[config.mk]
export PLATFORM = sky130hd
export DESIGN_NAME = ooo_commit_trace_unit_flat
export DESIGN_NICKNAME = d
export VERILOG_FILES = /design/src/rtl/ooo_commit_trace_unit_if.sv /design/src/rtl/ooo_commit_trace_unit.sv /design/src/flat_wrapper.sv
export SDC_FILE = /design/constraint.sdc
export NUM_CORES = 2
export LEC_CHECK = 0
export ABC_AREA = 1
export BUFFER_PORTS_ARGS = -buffer_cell sky130_fd_sc_hd__clkbuf_2
export CAP_MARGIN = 20
export CORE_UTILIZATION = 50
export DETAILED_ROUTE_END_ITERATION = 10
export HOLD_SLACK_MARGIN = 0.05
export PLACE_DENSITY_LB_ADDON = 0.3
export SLEW_MARGIN = 10
export SYNTH_ARGS = -nofsm -noshare
export SYNTH_HDL_FRONTEND = slang
export SYNTH_SLANG_ARGS = --single-unit
[constraint.sdc]
create_clock -name clk -period 27.2 [get_ports clk]
set_input_delay 4.08 -clock clk [delete_from_list [all_inputs] [get_ports clk]]
set_output_delay 4.08 -clock clk [all_outputs]
set_load 0.005 [all_outputs]
[src/rtl/ooo_commit_trace_unit_if.sv]
// Commit-port, CDB and trace-drain bundle for ooo_commit_trace_unit.
// slave = tracer side, master = core / trace consumer side.
interface ooo_commit_trace_unit_if #(
    parameter int XLEN         = 32,
    parameter int AREG_BITS    = 5,
    parameter int PTAG_BITS    = 6,
    parameter int COMMIT_WIDTH = 2
);
    logic [COMMIT_WIDTH-1:0]           commit_valid;
    logic [COMMIT_WIDTH-1:0]           commit_we;
    logic [COMMIT_WIDTH*XLEN-1:0]      commit_pc;
    logic [COMMIT_WIDTH*AREG_BITS-1:0] commit_rd;
    logic [COMMIT_WIDTH*XLEN-1:0]      commit_data;
    logic                              cdb_valid;
    logic [PTAG_BITS-1:0]              cdb_tag;
    logic                              freeze;
    logic                              trace_valid;
    logic                              trace_ready;
    logic [15:0]                       trace_seq;
    logic [XLEN-1:0]                   trace_pc;
    logic [XLEN-1:0]                   trace_data;
    logic [AREG_BITS-1:0]              trace_rd;
    logic                              trace_we;

    modport slave (
        input  commit_valid, commit_we, commit_pc, commit_rd, commit_data,
        input  cdb_valid, cdb_tag, freeze, trace_ready,
        output trace_valid, trace_seq, trace_pc, trace_data, trace_rd, trace_we
    );

    modport master (
        output commit_valid, commit_we, commit_pc, commit_rd, commit_data,
        output cdb_valid, cdb_tag, freeze, trace_ready,
        input  trace_valid, trace_seq, trace_pc, trace_data, trace_rd, trace_we
    );
endinterface

[src/rtl/ooo_commit_trace_unit.sv]
// Commit tracer: packs retirements into a ring buffer with seq tags, plus counters and a no-commit watchdog.
// Optional shadow architectural register file enabled by macro TRACE_ARCH_SHADOW_EN.
module ooo_commit_trace_unit #(
    parameter int XLEN         = 32,
    parameter int AREG_BITS    = 5,
    parameter int PTAG_BITS    = 6,
    parameter int COMMIT_WIDTH = 2,
    parameter int TRACE_DEPTH  = 16,
    parameter int WDOG_CYCLES  = 64
) (
    input  logic                          clk,
    input  logic                          reset_n,
    ooo_commit_trace_unit_if.slave        tif,
    output logic [$clog2(TRACE_DEPTH):0]  trace_count,
    output logic                          overflow,
    output logic                          hang,
    output logic [31:0]                   retired_count,
    output logic [31:0]                   cycle_count,
    output logic [31:0]                   cdb_count,
    input  logic [AREG_BITS-1:0]          shadow_addr,
    output logic [XLEN-1:0]               shadow_data
);
    localparam int PTR_W  = $clog2(TRACE_DEPTH);
    localparam int CNT_W  = PTR_W + 1;
    localparam int SUM_W  = CNT_W + 1;
    localparam int LCNT_W = $clog2(COMMIT_WIDTH + 1);
    localparam int WD_W   = $clog2(WDOG_CYCLES + 1);

    typedef struct packed {
        logic [15:0]          seq;
        logic [XLEN-1:0]      pc;
        logic [XLEN-1:0]      data;
        logic [AREG_BITS-1:0] rd;
        logic                 we;
    } entry_t;

    entry_t               mem_r [TRACE_DEPTH];
    logic [PTR_W-1:0]     rd_ptr_r;
    logic [PTR_W-1:0]     wr_ptr_r;
    logic [CNT_W-1:0]     count_r;
    logic [15:0]          seq_r;
    logic                 overflow_r;
    logic                 hang_r;
    logic [WD_W-1:0]      wdog_r;
    logic [31:0]          retired_r;
    logic [31:0]          cycle_r;
    logic [31:0]          cdb_r;

    logic [COMMIT_WIDTH-1:0] cap_s;
    logic [PTR_W-1:0]        off_s [COMMIT_WIDTH];
    logic [LCNT_W-1:0]       n_push_s;
    logic                    pop_s;
    logic [SUM_W-1:0]        next_s;
    logic [SUM_W-1:0]        drop_s;
    logic [CNT_W-1:0]        count_nxt_s;
    logic                    ovf_set_s;
    logic [WD_W-1:0]         wdog_nxt_s;
    entry_t                  head_s;
    logic                    cdb_tag_unused_s;

    assign cdb_tag_unused_s = ^tif.cdb_tag;

    // Lane packing offsets, occupancy update and oldest-entry discard on overflow.
    always_comb begin
        cap_s    = tif.freeze ? {COMMIT_WIDTH{1'b0}} : tif.commit_valid;
        n_push_s = '0;
        for (int i = 0; i < COMMIT_WIDTH; i++) begin
            off_s[i] = PTR_W'(n_push_s);
            n_push_s = n_push_s + LCNT_W'(cap_s[i]);
        end
        pop_s  = (count_r != '0) && tif.trace_ready;
        next_s = SUM_W'(count_r) - SUM_W'(pop_s) + SUM_W'(n_push_s);
        if (next_s > SUM_W'(TRACE_DEPTH)) begin
            drop_s      = next_s - SUM_W'(TRACE_DEPTH);
            count_nxt_s = CNT_W'(TRACE_DEPTH);
            ovf_set_s   = 1'b1;
        end else begin
            drop_s      = '0;
            count_nxt_s = next_s[CNT_W-1:0];
            ovf_set_s   = 1'b0;
        end
    end

    // Watchdog: freeze and any retire strobe clear it, otherwise saturating count.
    always_comb begin
        if (tif.freeze) begin
            wdog_nxt_s = '0;
        end else if (|tif.commit_valid) begin
            wdog_nxt_s = '0;
        end else if (wdog_r == WD_W'(WDOG_CYCLES)) begin
            wdog_nxt_s = wdog_r;
        end else begin
            wdog_nxt_s = wdog_r + WD_W'(1'b1);
        end
    end

    // Control state, sticky flags and free-running counters.
    always_ff @(posedge clk) begin
        if (!reset_n) begin
            rd_ptr_r   <= '0;
            wr_ptr_r   <= '0;
            count_r    <= '0;
            seq_r      <= 16'd0;
            overflow_r <= 1'b0;
            hang_r     <= 1'b0;
            wdog_r     <= '0;
            retired_r  <= 32'd0;
            cycle_r    <= 32'd0;
            cdb_r      <= 32'd0;
        end else begin
            rd_ptr_r   <= rd_ptr_r + PTR_W'(pop_s) + PTR_W'(drop_s);
            wr_ptr_r   <= wr_ptr_r + PTR_W'(n_push_s);
            count_r    <= count_nxt_s;
            seq_r      <= seq_r + 16'(n_push_s);
            overflow_r <= overflow_r | ovf_set_s;
            wdog_r     <= wdog_nxt_s;
            hang_r     <= hang_r | (wdog_nxt_s == WD_W'(WDOG_CYCLES));
            retired_r  <= retired_r + 32'(n_push_s);
            cycle_r    <= cycle_r + 32'd1;
            cdb_r      <= cdb_r + 32'(tif.cdb_valid);
        end
    end

    // Ring storage: valid lanes land in consecutive slots from the write pointer.
    always_ff @(posedge clk) begin
        if (reset_n) begin
            for (int i = 0; i < COMMIT_WIDTH; i++) begin
                if (cap_s[i]) begin
                    mem_r[wr_ptr_r + off_s[i]] <= '{
                        seq:  seq_r + 16'(off_s[i]),
                        pc:   tif.commit_pc[i*XLEN +: XLEN],
                        data: tif.commit_data[i*XLEN +: XLEN],
                        rd:   tif.commit_rd[i*AREG_BITS +: AREG_BITS],
                        we:   tif.commit_we[i]
                    };
                end
            end
        end
    end

    assign head_s = mem_r[rd_ptr_r];

    // Show-ahead head; fields forced to zero while the ring is empty.
    always_comb begin
        if (count_r != '0) begin
            tif.trace_valid = 1'b1;
            tif.trace_seq   = head_s.seq;
            tif.trace_pc    = head_s.pc;
            tif.trace_data  = head_s.data;
            tif.trace_rd    = head_s.rd;
            tif.trace_we    = head_s.we;
        end else begin
            tif.trace_valid = 1'b0;
            tif.trace_seq   = 16'd0;
            tif.trace_pc    = '0;
            tif.trace_data  = '0;
            tif.trace_rd    = '0;
            tif.trace_we    = 1'b0;
        end
    end

    assign trace_count   = count_r;
    assign overflow      = overflow_r;
    assign hang          = hang_r;
    assign retired_count = retired_r;
    assign cycle_count   = cycle_r;
    assign cdb_count     = cdb_r;

`ifdef TRACE_ARCH_SHADOW_EN
    logic [XLEN-1:0] shadow_r [2**AREG_BITS];

    // Lanes are visited oldest first, so the highest lane's write to a shared rd lands last.
    always_ff @(posedge clk) begin
        if (!reset_n) begin
            for (int r = 0; r < 2**AREG_BITS; r++) begin
                shadow_r[r] <= '0;
            end
        end else if (!tif.freeze) begin
            for (int i = 0; i < COMMIT_WIDTH; i++) begin
                if (tif.commit_valid[i] && tif.commit_we[i] &&
                    (tif.commit_rd[i*AREG_BITS +: AREG_BITS] != '0)) begin
                    shadow_r[tif.commit_rd[i*AREG_BITS +: AREG_BITS]] <= tif.commit_data[i*XLEN +: XLEN];
                end
            end
        end
    end

    // Shadow read port with x0 hardwired to zero.
    always_comb begin
        if (shadow_addr == '0) begin
            shadow_data = '0;
        end else begin
            shadow_data = shadow_r[shadow_addr];
        end
    end
`else
    logic shadow_addr_unused_s;
    assign shadow_addr_unused_s = ^shadow_addr;
    assign shadow_data          = '0;
`endif
endmodule
[src/flat_wrapper.sv]
// flat-port wrapper written by rule: the top's interface ports become plain ports
module ooo_commit_trace_unit_flat 
#(
    parameter int XLEN         = 32,
    parameter int AREG_BITS    = 5,
    parameter int PTAG_BITS    = 6,
    parameter int COMMIT_WIDTH = 2,
    parameter int TRACE_DEPTH  = 16,
    parameter int WDOG_CYCLES  = 64
)
  (clk, reset_n, trace_count, overflow, hang, retired_count, cycle_count, cdb_count, shadow_addr, shadow_data, tif_commit_valid, tif_commit_we, tif_commit_pc, tif_commit_rd, tif_commit_data, tif_cdb_valid, tif_cdb_tag, tif_freeze, tif_trace_ready, tif_trace_valid, tif_trace_seq, tif_trace_pc, tif_trace_data, tif_trace_rd, tif_trace_we);
  ooo_commit_trace_unit_if #(.XLEN(XLEN), .AREG_BITS(AREG_BITS), .PTAG_BITS(PTAG_BITS), .COMMIT_WIDTH(COMMIT_WIDTH)) tif_i ();
  input  logic clk;
  input  logic reset_n;
  output logic [$clog2(TRACE_DEPTH):0] trace_count;
  output logic overflow;
  output logic hang;
  output logic [31:0] retired_count;
  output logic [31:0] cycle_count;
  output logic [31:0] cdb_count;
  input  logic [AREG_BITS-1:0] shadow_addr;
  output logic [XLEN-1:0] shadow_data;
  input wire logic [$bits(tif_i.commit_valid)-1:0] tif_commit_valid;
  input wire logic [$bits(tif_i.commit_we)-1:0] tif_commit_we;
  input wire logic [$bits(tif_i.commit_pc)-1:0] tif_commit_pc;
  input wire logic [$bits(tif_i.commit_rd)-1:0] tif_commit_rd;
  input wire logic [$bits(tif_i.commit_data)-1:0] tif_commit_data;
  input wire logic [$bits(tif_i.cdb_valid)-1:0] tif_cdb_valid;
  input wire logic [$bits(tif_i.cdb_tag)-1:0] tif_cdb_tag;
  input wire logic [$bits(tif_i.freeze)-1:0] tif_freeze;
  input wire logic [$bits(tif_i.trace_ready)-1:0] tif_trace_ready;
  output wire logic [$bits(tif_i.trace_valid)-1:0] tif_trace_valid;
  output wire logic [$bits(tif_i.trace_seq)-1:0] tif_trace_seq;
  output wire logic [$bits(tif_i.trace_pc)-1:0] tif_trace_pc;
  output wire logic [$bits(tif_i.trace_data)-1:0] tif_trace_data;
  output wire logic [$bits(tif_i.trace_rd)-1:0] tif_trace_rd;
  output wire logic [$bits(tif_i.trace_we)-1:0] tif_trace_we;
  assign tif_i.commit_valid = tif_commit_valid;
  assign tif_i.commit_we = tif_commit_we;
  assign tif_i.commit_pc = tif_commit_pc;
  assign tif_i.commit_rd = tif_commit_rd;
  assign tif_i.commit_data = tif_commit_data;
  assign tif_i.cdb_valid = tif_cdb_valid;
  assign tif_i.cdb_tag = tif_cdb_tag;
  assign tif_i.freeze = tif_freeze;
  assign tif_i.trace_ready = tif_trace_ready;
  assign tif_trace_valid = tif_i.trace_valid;
  assign tif_trace_seq = tif_i.trace_seq;
  assign tif_trace_pc = tif_i.trace_pc;
  assign tif_trace_data = tif_i.trace_data;
  assign tif_trace_rd = tif_i.trace_rd;
  assign tif_trace_we = tif_i.trace_we;
  ooo_commit_trace_unit #(.XLEN(XLEN), .AREG_BITS(AREG_BITS), .PTAG_BITS(PTAG_BITS), .COMMIT_WIDTH(COMMIT_WIDTH), .TRACE_DEPTH(TRACE_DEPTH), .WDOG_CYCLES(WDOG_CYCLES)) u_core (.clk(clk), .reset_n(reset_n), .tif(tif_i), .trace_count(trace_count), .overflow(overflow), .hang(hang), .retired_count(retired_count), .cycle_count(cycle_count), .cdb_count(cdb_count), .shadow_addr(shadow_addr), .shadow_data(shadow_data));
endmodule
==> out/qor_table.md <==
| Step | Metric | This run |
| --- | --- | --- |
| status | Run status | finished, final reports clean |
| synthesis | EDFF count, synth | 1,376 |
| worst setup path | Slowest CP cell | sky130_fd_sc_hd__buf_12 |
| power | Total power divided by cell area | 77.8 nW/um^2 |
| power | Switching share of total power | 34.8% |
| worst setup path | Startpoint types | register |
| sta | Period utilisation layout | 35.6% |
| global routing | Number of antenna violations at the first check in global routing | 38 |
| global routing | GRT Residual Overflow | 0 |
| global routing | Total GRT Usage | 30.8% |
| cts | Number of gates resized after cts | 0 |
| drt | Number of design rule violations left after detail routing | 0 |
| cts | Clk Latency, worst-skew pair | 0.81 ns |
| worst setup path | Bufs and invs on worst path | 4 |
| worst setup path | R2r endpoint | u_core.mem_r[3][26] |
| die | Std-Cell Rows | 143 |
| worst setup path | R2r worst-path depth | 11 |
| sta | Worst Max-Slew Pin Slew | 1.22 ns |
| die | Count of pins on the block boundary | 380 |
| layout | Final layout net count | 8,750 |
| synthesis | Synthesized area | 77,300 sq um |
| synthesis | Number of warnings reported in the yosys synthesis log | 0 |
| cts | CTS tree | yes |
| placed design | DPL Wire Length | 128,000 um |
| worst hold path | Worst Hold Endpoint | u_core.cycle_count[0] |
| die | Die footprint | 156,000 sq um |
| cts | Clock tree sinks | 1,510 |
| worst setup path | Worst EP required | 23.12 ns |
| cts | Total setup buffers inserted after CTS | 0 |
| drt | First-pass iteration count of the detailed router | 7 |
| job | Number of max-capacitance violations reported | 0 |
| sta | Unrepaired setup endpoints after global routing | false |
| synthesis | Most frequently used flop master after synthesis | sky130_fd_sc_hd__edfxtp_1 |
| placed design | Placer congestion estimate | 0.884 |
| worst setup path | Register-to-register setup slack | 22.21 ns |
| sta | Sum of negative setup slack | 0 ns |
| global routing | Largest net degree at the start of global routing | 244 |
| power | Cell internal pwr | 4270 uW |
| worst setup path | Top delay family on crit path | buffers and inverters |
| cts | Max Root-Sink Buffers | 3 |
| drt | Average vias per placed instance | 6.01 |
| drt | DRC violation total after the first TritonRoute iteration | 8,599 |
| layout | Layout-stage area growth over the synthesis result | 8.71% |
| cts | Hold Buf Count CTS | 0 |
| synthesis | Total of flip-flops plus latches after synthesis | 1,510 |
| power | Comb power frac | 27.3% |
| synthesis | Sequential element share of the synthesized area | 56.9% |
| cts | Number of H-tree levels | 4 |
| sta | Largest clock skew in the final design | 0.0290 ns |
| synthesis | Netlist cell types | 44 |
| power | Switching power total | 2270 uW |
| sta | Highest achievable clock rate | 0.103 GHz |
| sta | Hold violation total from the final report | 0 |
| power | Overall power consumption | 6540 uW |
| sta | Max-Slew Margin vs Limit | 18.8% |
| sta | Number of max-slew violations in the final report | 0 |
| worst setup path | Sort of element at the end of the critical path | output pin |
| drt | Total number of vias | 64,500 |
| power | Clock power share | 32.7% |
| die | Die Span X | 395 um |
| worst hold path | Hold path start | u_core.cycle_count[0] |
| power | Power share of the sequential group | 40.0% |
| layout | Most frequent standard cell in the layout excluding fill and tap cells | sky130_fd_sc_hd__o21ai_0 |
| worst setup path | Biggest fanout along the worst timing path | 243 |
| drt | Drt wl/cell | 23.0 um |
| sta | Count of endpoints failing setup in the final report | 0 |
| worst setup path | Data arrival time of the critical path | 5.59 ns |
| die | Die outline height | 395 um |
| synthesis | Synth async-reset ratio | 0% |
| cts | CTS Root Buffer Type | sky130_fd_sc_hd__clkbuf_16 |
| synthesis | Count of mapped cells out of synthesis | 8,737 |
| drt | Count of antenna-violating nets left after detailed routing | 0 |
| power | Peak supply drop | 0.0000873 V |
| worst setup path | Sequence of cells on the critical path | inv_8, buf_12, buf_12, o21ai_0, o211ai_1, o211ai_1, a21oi_1, clkbuf_2 |
| layout | Share of post-route cells with drive strength above 1 | 8.34% |
| placed design | Count of buffers inserted at the top-level ports | 336 |
| worst hold path | Cells on Worst Hold Path | 1 |
| synthesis | Average size of a mapped cell | 8.85 sq um |
| cts | Clock slew at reported path FFs | 0.06 ns |
| worst setup path | Largest incremental delay on the critical path | 0.83 ns |
| die | Core outline area | 153,000 sq um |
| sta | Final-layout worst hold slack | 0.469 ns |
| power | Standby leakage power | 0.0295 uW |
| sta | Final worst path period need | 9.67 ns |
| die | Initial core utilization | 50.7% |
| worst hold path | Hold WC Path Type | register to register |
| layout | Top library cells by usage in the layout, fill and taps aside | sky130_fd_sc_hd__o21ai_0 (1,902), sky130_fd_sc_hd__nand2_1 (1,828), sky130_fd_sc_hd__edfxtp_1 (1,376), sky130_fd_sc_hd__nor2_1 (1,366), sky130_fd_sc_hd__o211ai_1 (344) |
| drt | Total length of routed wires | 247,000 um |
| global routing | Number of global-route vias before repair | 59,600 |
| worst setup path | Crit path kind | register to output pin |
| worst setup path | R2r startpoint | u_core.wr_ptr_r[0] |
| cts | Total CTS buffers | 163 |
| global routing | First-pass GRT wire length | 365,000 um |
==> worst max path at each step <==
stage          slack (ns)                  end  cells past startpoint                start
3_5_place_dp        17.64  u_core.mem_r[0][58]                     10           tif_freeze
5_1_grt             17.38      tif_trace_rd[1]                      8   u_core.rd_ptr_r[0]
2_1_floorplan       15.78  u_core.mem_r[12][0]                      4  tif_commit_valid[0]
3_3_place_gp        17.69  u_core.mem_r[0][58]                     10           tif_freeze
4_1_cts             17.59      tif_trace_rd[1]                      8   u_core.rd_ptr_r[0]
6_report            17.53      tif_trace_rd[1]                      8   u_core.rd_ptr_r[0]
==> cell type report <==
class,instances,area (sq um)
fillers,13300,68600
inverters,316,1210
multi-input cells,6136,28500
well taps,2030,2540
flip-flops and latches,1510,44000
clock inverters,82,608
repair buffers,433,2710
clock buffers,208,4410
diodes,24,60.1
==> cells in the mapped netlist, types with 3 or more instances <==
| library cell | number | area share, % |
|---|---|---|
| sky130_fd_sc_hd__o21ai_0 | 1918 | 12 |
| sky130_fd_sc_hd__nand2_1 | 1833 | 8.9 |
| sky130_fd_sc_hd__edfxtp_1 | 1376 | 53 |
| sky130_fd_sc_hd__nor2_1 | 1366 | 6.6 |
| sky130_fd_sc_hd__clkbuf_1 | 432 | 2.1 |
| sky130_fd_sc_hd__o211ai_1 | 344 | 3.3 |
| sky130_fd_sc_hd__inv_1 | 308 | 1.5 |
| sky130_fd_sc_hd__o21ai_1 | 198 | 1.3 |
| sky130_fd_sc_hd__buf_2 | 187 | 1.2 |
| sky130_fd_sc_hd__a21oi_1 | 173 | 1.1 |
| sky130_fd_sc_hd__dfxtp_1 | 134 | 3.5 |
| sky130_fd_sc_hd__buf_4 | 70 | 0.68 |
| sky130_fd_sc_hd__buf_6 | 64 | 0.93 |
| sky130_fd_sc_hd__nand3_1 | 61 | 0.39 |
| sky130_fd_sc_hd__nor3_1 | 50 | 0.32 |
| sky130_fd_sc_hd__buf_1 | 47 | 0.23 |
| sky130_fd_sc_hd__ha_1 | 26 | 0.42 |
| sky130_fd_sc_hd__nand4_1 | 25 | 0.20 |
| sky130_fd_sc_hd__xor2_1 | 25 | 0.28 |
| sky130_fd_sc_hd__nand3b_1 | 19 | 0.18 |
| sky130_fd_sc_hd__or2_2 | 13 | 0.11 |
| sky130_fd_sc_hd__nor2_4 | 10 | 0.15 |
| sky130_fd_sc_hd__xnor2_1 | 8 | 0.091 |
| sky130_fd_sc_hd__clkbuf_2 | 6 | 0.039 |
| sky130_fd_sc_hd__fa_1 | 6 | 0.16 |
| sky130_fd_sc_hd__clkinv_1 | 5 | 0.024 |
| sky130_fd_sc_hd__and3_1 | 3 | 0.024 |
| sky130_fd_sc_hd__inv_2 | 3 | 0.015 |
| sky130_fd_sc_hd__nand2_2 | 3 | 0.024 |
| sky130_fd_sc_hd__nor2_2 | 3 | 0.024 |
| sky130_fd_sc_hd__nor3b_1 | 3 | 0.029 |
| sky130_fd_sc_hd__o21a_1 | 3 | 0.029 |
==> sequential cells by signal (all words and copies together) (netlist names) <==
register	cells
u_core.cycle_count	32
u_core.trace_count	5
u_core.retired_count	32
u_core.seq_r	16
u_core.overflow	1
u_core.hang	1
u_core.rd_ptr_r	4
u_core.cdb_count	32
u_core.wdog_r	7
u_core.mem_r	1376
u_core.wr_ptr_r	4
==> worst register-to-register path, delay by kind of cell (launching register included) <==
kind | cells | cell delay (ns)
AO/OA/AOI/OAI | 1 | 0.09
AND/OR/NAND/NOR | 2 | 1.36
flip-flops | 1 | 0.39
adder cells (fa/ha/maj) | 2 | 0.60
buffers and inverters | 6 | 2.12
==> power by group through the flow <==
stage	Combinational, uW	Sequential [uW]	Clock (uW)
detailed placement	1750	2660	0
floorplan	1120	2630	0
global placement	1730	2660	0
global route	1930	2620	2240
CTS	1760	2610	2150
finish	1780	2620	2140
==> kinds of logic (layout without fill, tap and decap cells) <==
family,after synthesis,after routing,synth area share [%]
adder cells (fa/ha/maj),32,32,0.576
buffers and inverters,1122,1039,6.72
flip-flops,1510,1510,56.9
AND/OR/NAND/NOR,3395,3395,17.1
other,1,56,0.00485
XOR/XNOR,37,37,0.487
AO/OA/AOI/OAI,2640,2640,18.2
==> routing by layer <==
| metal | up-vias | wire length (um) | GRT usage [%] |
|---|---|---|---|
| li1 | 29600 | - | - |
| met1 | 30400 | 92700 | 40.7 |
| met2 | 3910 | 115000 | 49.9 |
| met3 | 543 | 29700 | 6.00 |
| met4 | 24 | 8880 | 12.4 |
| met5 | - | 159 | 0 |
==> through the flow <==
step | cells | instance area (sq um) | util, % | setup slack, ns
floorplan | 8768 | 77400 | - | 15.78
CTS | 10700 | 83800 | 54.9 | 17.59
detailed placement | 10400 | 78800 | 51.6 | 17.64
global route | 10700 | 84000 | 55.1 | 17.38
global placement | 10400 | 78700 | 51.6 | 17.69
finish | 10700 | 84000 | 55.1 | 17.53
No activity file was read; power rests on OpenSTA's default activity.
